<file path="src/rtl/kbd_key_decoder_if.sv">
// Byte stream from the PS/2 receiver into the key decoder.
// One byte per din_valid strobe.
interface kbd_key_decoder_if;
  logic [7:0] din;
  logic       din_valid;

  modport master (
    output din,
    output din_valid
  );

  modport slave (
    input din,
    input din_valid
  );
endinterface

</file>
<file path="src/rtl/kbd_key_decoder.sv">
// PS/2 set-2 scan-code decoder: held levels for arrows and space,
// plus a one-shot pulse when space goes down.
module kbd_key_decoder #(
  parameter logic [7:0] CODE_SPACE  = 8'h29,
  parameter logic [7:0] CODE_LEFT   = 8'h6B,
  parameter logic [7:0] CODE_RIGHT  = 8'h74,
  parameter int         TIMEOUT_CYC = 1_000_000
) (
  input  logic               clk,
  input  logic               resetN,
  kbd_key_decoder_if.slave   bus,
  input  logic               clearKeys,
  output logic               rightArrow,
  output logic               leftArrow,
  output logic               spaceBar,
  output logic               spacePress
);

  localparam int CW =
    (TIMEOUT_CYC > 2) ? $clog2(TIMEOUT_CYC) : 1;

  typedef enum logic [1:0] {
    IDLE,
    GOT_E0,
    GOT_F0,
    GOT_E0F0
  } state_t;

  state_t          state;
  state_t          state_nxt;
  logic [CW-1:0]   cnt;
  logic            timeout;

  logic is_e0;
  logic is_f0;
  logic is_sp;
  logic is_l;
  logic is_r;

  logic set_sp;
  logic clr_sp;
  logic set_l;
  logic clr_l;
  logic set_r;
  logic clr_r;

  assign is_e0 = (bus.din == 8'hE0);
  assign is_f0 = (bus.din == 8'hF0);
  assign is_sp = (bus.din == CODE_SPACE);
  assign is_l  = (bus.din == CODE_LEFT);
  assign is_r  = (bus.din == CODE_RIGHT);

  assign timeout = (state != IDLE) &&
                   (cnt == CW'(TIMEOUT_CYC - 1));

  always_ff @(posedge clk or negedge resetN) begin
    if (!resetN) begin
      state <= IDLE;
    end else begin
      state <= state_nxt;
    end
  end

  // A byte arriving on the timeout cycle still completes its sequence.
  always_comb begin
    state_nxt = state;
    if (clearKeys) begin
      state_nxt = IDLE;
    end else if (bus.din_valid) begin
      unique case (state)
        IDLE: begin
          unique case (1'b1)
            is_e0:   state_nxt = GOT_E0;
            is_f0:   state_nxt = GOT_F0;
            default: state_nxt = IDLE;
          endcase
        end
        GOT_E0: begin
          unique case (1'b1)
            is_f0:   state_nxt = GOT_E0F0;
            is_e0:   state_nxt = GOT_E0;
            default: state_nxt = IDLE;
          endcase
        end
        GOT_F0: begin
          unique case (1'b1)
            is_e0:   state_nxt = GOT_E0;
            is_f0:   state_nxt = GOT_F0;
            default: state_nxt = IDLE;
          endcase
        end
        GOT_E0F0: begin
          unique case (1'b1)
            is_e0:   state_nxt = GOT_E0;
            is_f0:   state_nxt = GOT_E0F0;
            default: state_nxt = IDLE;
          endcase
        end
      endcase
    end else if (timeout) begin
      state_nxt = IDLE;
    end
  end

  always_comb begin
    set_sp = 1'b0;
    clr_sp = 1'b0;
    set_l  = 1'b0;
    clr_l  = 1'b0;
    set_r  = 1'b0;
    clr_r  = 1'b0;
    if (bus.din_valid && !clearKeys) begin
      unique case (state)
        IDLE: begin
          set_sp = is_sp;
        end
        GOT_E0: begin
          set_l = is_l;
          set_r = is_r;
        end
        GOT_F0: begin
          clr_sp = is_sp;
        end
        GOT_E0F0: begin
          clr_l = is_l;
          clr_r = is_r;
        end
      endcase
    end
  end

  always_ff @(posedge clk or negedge resetN) begin
    if (!resetN) begin
      rightArrow <= 1'b0;
      leftArrow  <= 1'b0;
      spaceBar   <= 1'b0;
      spacePress <= 1'b0;
    end else if (clearKeys) begin
      rightArrow <= 1'b0;
      leftArrow  <= 1'b0;
      spaceBar   <= 1'b0;
      spacePress <= 1'b0;
    end else begin
      rightArrow <= set_r | (rightArrow & ~clr_r);
      leftArrow  <= set_l | (leftArrow & ~clr_l);
      spaceBar   <= set_sp | (spaceBar & ~clr_sp);
      spacePress <= set_sp & ~spaceBar;
    end
  end

  always_ff @(posedge clk or negedge resetN) begin
    if (!resetN) begin
      cnt <= '0;
    end else if (clearKeys || bus.din_valid) begin
      cnt <= '0;
    end else if (state == IDLE || timeout) begin
      cnt <= '0;
    end else begin
      cnt <= cnt + CW'(1);
    end
  end

endmodule

</file>
<file path="src/flat_wrapper.sv">
// flat-port wrapper written by rule: the top's interface ports become plain ports
module kbd_key_decoder_flat 
#(
  parameter logic [7:0] CODE_SPACE  = 8'h29,
  parameter logic [7:0] CODE_LEFT   = 8'h6B,
  parameter logic [7:0] CODE_RIGHT  = 8'h74,
  parameter int         TIMEOUT_CYC = 1_000_000
)
  (clk, resetN, clearKeys, rightArrow, leftArrow, spaceBar, spacePress, bus_din, bus_din_valid);
  kbd_key_decoder_if bus_i ();
  input  logic clk;
  input  logic resetN;
  input  logic clearKeys;
  output logic rightArrow;
  output logic leftArrow;
  output logic spaceBar;
  output logic spacePress;
  input wire logic [$bits(bus_i.din)-1:0] bus_din;
  input wire logic [$bits(bus_i.din_valid)-1:0] bus_din_valid;
  assign bus_i.din = bus_din;
  assign bus_i.din_valid = bus_din_valid;
  kbd_key_decoder #(.CODE_SPACE(CODE_SPACE), .CODE_LEFT(CODE_LEFT), .CODE_RIGHT(CODE_RIGHT), .TIMEOUT_CYC(TIMEOUT_CYC)) u_core (.clk(clk), .resetN(resetN), .bus(bus_i), .clearKeys(clearKeys), .rightArrow(rightArrow), .leftArrow(leftArrow), .spaceBar(spaceBar), .spacePress(spacePress));
endmodule
</file>
<file path="config.mk">
export PLATFORM = sky130hd
export DESIGN_NAME = kbd_key_decoder_flat
export DESIGN_NICKNAME = d
export VERILOG_FILES = /design/src/rtl/kbd_key_decoder_if.sv /design/src/rtl/kbd_key_decoder.sv /design/src/flat_wrapper.sv
export SDC_FILE = /design/constraint.sdc
export NUM_CORES = 1
export LEC_CHECK = 0
export CAP_MARGIN = 10
export CORE_MARGIN = 1.5
export CORE_UTILIZATION = 30
export DETAILED_ROUTE_END_ITERATION = 10
export PLACE_DENSITY = 0.47
export SYNTH_ARGS = -nofsm -noshare
export SYNTH_HDL_FRONTEND = slang
export SYNTH_SLANG_ARGS = --single-unit
</file>
<file path="constraint.sdc">
create_clock -name clk -period 2.85 [get_ports clk]
set_clock_uncertainty 0.1 [all_clocks]
set_input_delay 0.285 -clock clk [delete_from_list [all_inputs] [get_ports clk]]
set_output_delay 0.285 -clock clk [all_outputs]
set_load 0.1 [all_outputs]
</file>
== Word level (Yosys, flattened, before mapping) ==
Index checks and enable logic that the tools add are counted.

* Output and inout port bits: 4
* Bits of input ports: 12
* Register bits after elaboration: 26

* Multiplexer cells: 24
* Add/sub/neg operators: 1
* Bitwise operators: 11
* Reductions and logical operators: 10
* Eq/ne operators: 9

{| class="wikitable"
|+ Operators with widths
! cell !! number
|-
| $mux 20 || 2
|-
| $add 20x1->20 const B || 1
|-
| $eq 20x20->1 const B || 1
|-
| $eq 8x7->1 const B || 2
|-
| $eq 8x8->1 const B || 2
|-
| $mux 1 || 16
|-
| $pmux 2 s2 || 3
|-
| $eq 8x6->1 const B || 1
|-
| $mux 2 || 3
|-
| $and 1x1->1 || 4
|-
| $eq 2x2->1 const B || 2
|-
| $not 1->1 || 4
|-
| $reduce_or 2->1 || 2
|-
| $or 1x1->1 || 3
|-
| $reduce_bool 3->1 || 1
|-
| $eq 2x1->1 const B || 1
|-
| $logic_and 1x1->1 || 2
|-
| $logic_not 2->1 || 1
|-
| $logic_or 1x1->1 || 2
|-
| $reduce_bool 2->1 || 1
|-
| $logic_not 1->1 || 1
|}

== Longest topological paths before layout ==
* Depth after elaboration: 7
* Mapped depth: 6
* Mapped depth without buffers: 5

== Worst setup path after synthesis ==
Ideal clock, no wire load.

* Path type: flip-flop to flip-flop
* Start: register u_core.cnt[13]
* End: register u_core.cnt[12]
* Setup slack: 0.701 ns
* Library setup time: 0.119 ns
* Arrival time: 1.930 ns
* Stages on the path, launching flop included: 6
* Path buffers: 1
* Clock period less this slack: 2.149 ns
* Cell sequence: dfrtp_1 -> or4b_1 -> or4_4 -> o211ai_4 -> buf_6 -> nor2_1

* Longest elaborated chain between the ends: 5

{| class="wikitable"
|+ RTL lines
! what !! RTL line !! source
|-
| start: declaration || kbd_key_decoder.sv:31 || <nowiki>logic [CW-1:0] cnt;</nowiki>
|-
| start signal: assignment || kbd_key_decoder.sv:159 || <nowiki>cnt <= cnt + CW'(1);</nowiki>
|-
| $eq 20x20->1 || kbd_key_decoder.sv:54 || <nowiki>(cnt == CW'(TIMEOUT_CYC - 1));</nowiki>
|-
| $logic_and 1x1->1 || kbd_key_decoder.sv:53 || <nowiki>assign timeout = (state != IDLE) &&</nowiki>
|-
| $logic_or 1x1->1 || kbd_key_decoder.sv:156 || <nowiki>end else if (state == IDLE || timeout) begin</nowiki>
|-
| $mux 20 || kbd_key_decoder.sv:156 ||
|-
| $mux 20 || kbd_key_decoder.sv:154 || <nowiki>end else if (clearKeys || bus.din_valid) begin</nowiki>
|}

No other way between the ends.
A chain may end at the register's enable or synchronous reset.

== Worst setup path in the final report ==
* Start: register u_core.cnt[13]
* End: register u_core.cnt[7]

The elaborated chain is that of the path after synthesis.

==> flow_summary_export.csv <==
group,metric,value,unit
critical_path,worst-setup-path-type,"reg -> reg",
cells_and_area,final_cell_area,1580,um^2
global_route,grt_max_degree,27,
timing,relSlewSlack,0.615,
pwr,internal_power,481,uW
pwr,power_frac_seq,0.605,
cts,cts_resized,0,
placed_design,io_buffers,15,
logic_synthesis,synth-edff-count,0,
logic_synthesis,yosys_warnings,0,
critical_path,arrival,2390,ps
logic_synthesis,ys_seq_area_frac,0.487,
die,core_area,4320,um^2
cells_and_area,fill_cells,416,
detailed_routing,viasPerCell,5.34,
logic_synthesis,synth_seq_cells,26,
cells_and_area,multi_input_area,659,um^2
logic_synthesis,synth_top_cell_area_share,0.487,
global_route,grt_pass1_vias,1115,
timing,rsz0062_at_grt,"false",
cts,cts_root_buffer,"clkbuf_8",
placed_design,gp_congestion,0.869,
detailed_routing,antenna_left,0,
timing,fin_setup_tns,0,ps
timing,hold_viol,0,
critical_path,start_kind,"register",
run_status,outcome,"complete, no violations",
cts,clock_sink_count,26,
global_route,grt_use_total,0.124,
global_route,grt-ovfl-total,0,
pwr,p_per_area,387,nW/um^2
logic_synthesis,yosys.area.top_type,"dfrtp_1",
logic_synthesis,synth.distinct_cells,36,
die,die_y,69.7,um
die,initial_core_util,0.309,
cells_and_area,layout-drive-gt1-share,0.0921,
placed_design,dpl.hpwl,2030,um
logic_synthesis,syn_inst,135,
timing,period_share,0.829,
cells_and_area,ff_latch_area,651,um^2
die,die_width,69.7,um
detailed_routing,avgRoutedWirePerCell,13.5,um
timing,post-route-min-period,2360,ps
timing,maxSlewViolCount,0,
pwr,ir_drop,0.000140,V
cells_and_area,fin_cells,204,
pwr,switching_share,0.211,
pwr,combPwrFrac,0.055,
die,die_area,4860,um^2
cts,path_clk_slew,90,ps
cts,tritoncts,"built",
job,drv_cap,0,
die,ios,16,
detailed_routing,routed_wl,2760,um
cts,htree_levels,1,
critical_path,cp.required,2880,ps
cells_and_area,area_growth,17.9,%
placed_design,dp_cells,201,
global_route,grt_pass1_wl,4910,um
detailed_routing,drt-pass1-iter-count,4,
pwr,switchingPower,129,uW
global_route,grt_antenna_before_repair,0,
cells_and_area,final_nets,167,
hold_path,hold_path.class,"in -> async",
logic_synthesis,synth_area_per_cell,9.90,um^2
timing,worst_slew_pin_slew,572,ps
critical_path,cp-end-kind,"register",
cts,cts_setup_buffers,0,
die,fp-row-count,24,
detailed_routing,drt-initial-drc-count,60,
cells_and_area,diodes,0,
critical_path,worstPathMaxFanout,19,
pwr,clkPwrFrac,0.340,
logic_synthesis,synth_nets,148,
detailed_routing,num_vias,1089,
timing,max_freq,0.423,GHz
cts,clock_latency,270,ps
cts,ctsHoldBuffers,0,
pwr,p_leak,0.000621,uW
placed_design,placement.cell_area,1530,um^2
cts,cts_buffers,3,
logic_synthesis,synthTopCellsByArea,"dfrtp_1 49%, nor2_1 4.8%, xnor2_1 4.6%",
detailed_routing,drc,0,
timing,timing.hold.ws,289,ps
logic_synthesis,synth_area,1340,um^2
logic_synthesis,ys.flop_type,"dfrtp_1",
cts,clockBufferDepth,2,
logic_synthesis,async_flop_share,1.00,
timing,finalSetupViolCount,0,
## layout by cell type (no fill, tap or decap), drive strengths merged, types with 3 or more instances in the layout
| cell | synthesis | layout |
|---|---|---|
| or3 | 5 | 5 |
| nand2 | 11 | 11 |
| or4 | 6 | 6 |
| xor2 | 4 | 4 |
| buf | 1 | 5 |
| mux2i | 3 | 3 |
| nand4 | 6 | 6 |
| dfrtp | 26 | 26 |
| xnor2 | 7 | 7 |
| and3 | 3 | 3 |
| clkbuf | 1 | 3 |
| inv | 3 | 3 |
| nor4 | 3 | 3 |
| nor2 | 17 | 17 |
| nor3 | 4 | 4 |
| clkdlybuf4s50 | 0 | 11 |
| o21ai | 5 | 5 |
| nand3 | 5 | 5 |
| a21oi | 7 | 7 |
## power by group through the flow
stage          Combinational (uW)  Sequential [uW]  Clock (uW)
2_1_floorplan                5.74              376           0
3_3_place_gp                 33.8              376           0
3_5_place_dp                 34.3              376           0
4_1_cts                      34.3              369         214
5_1_grt                      37.0              369         231
6_report                     33.4              369         207
## per-stage QoR
stage                     total power (uW)  utilization  setup slack, ps
after floorplan                        382            -              701
after global placement                 410        0.355              529
after detailed placement               410        0.355              497
after CTS                              617        0.364              492
after global routing                   637        0.364              406
final                                  609        0.364              488
## synth_stat cells (2+ instances only)
master    n
nand4_1   6
nor2_1   17
mux2i_1   3
or2_2     2
or3_1     5
inv_1     3
nand2_1  11
dfrtp_1  26
nor4_1    3
nor3_1    4
and3_1    3
xor2_1    4
xnor2_1   7
or4_1     5
a21oi_1   7
o21ai_0   5
nand3_1   5
## cell families after synthesis
family          after synthesis  share of synthesized area
compound gates               18                     0.0918
xor+xnor                     11                     0.0721
simple gates                 71                      0.298
flops                        26                      0.487
mux                           3                     0.0225
buf+inv                       5                     0.0197
fa+ha+maj                     1                    0.00936
## critical path, stage by stage, from the launching register on
cell and delay [ps]:
dfrtp_1 430, or4b_1 530, or4_4 570, o211ai_4 490, nor2_1 110
## per-layer routing
metal	global-route usage	vias to the layer above	share of wire
li1	-	526	-
met1	0.161	531	0.47
met2	0.204	30	0.48
met3	0.0276	2	0.041
met4	0.0406	0	0.0062
met5	0	-	0
## area by class of cell
cell class	instances	share of cell area
inverters	3	0.00715
repair buffers	16	0.0937
flip-flops and latches	26	0.413
multi-input cells	104	0.419
clock buffers	3	0.0262
well taps	52	0.0413
## flip-flops by register name, indices dropped and copies added, names as in the netlist
register           count
u_core.cnt            20
u_core.leftArrow       1
u_core.rightArrow      1
u_core.spaceBar        1
u_core.spacePress      1
u_core.state           2
## final timing paths
path	start	endpoint	slack (ps)	cells after the start
setup / recovery	u_core.cnt[13]$_DFF_PN0_	u_core.cnt[7]$_DFF_PN0_	490	4
hold / removal	resetN	u_core.cnt[9]$_DFF_PN0_	290	2
min in group clk	u_core.spaceBar$_DFF_PN0_	u_core.spacePress$_DFF_PN0_	380	1
setup reg to reg	u_core.cnt[13]$_DFF_PN0_	u_core.cnt[7]$_DFF_PN0_	490	4
max in group asynchronous	resetN	u_core.cnt[6]$_DFF_PN0_	2110	2
hold reg to reg	u_core.spaceBar$_DFF_PN0_	u_core.spacePress$_DFF_PN0_	380	1
No activity file was read; power rests on OpenSTA's default activity.
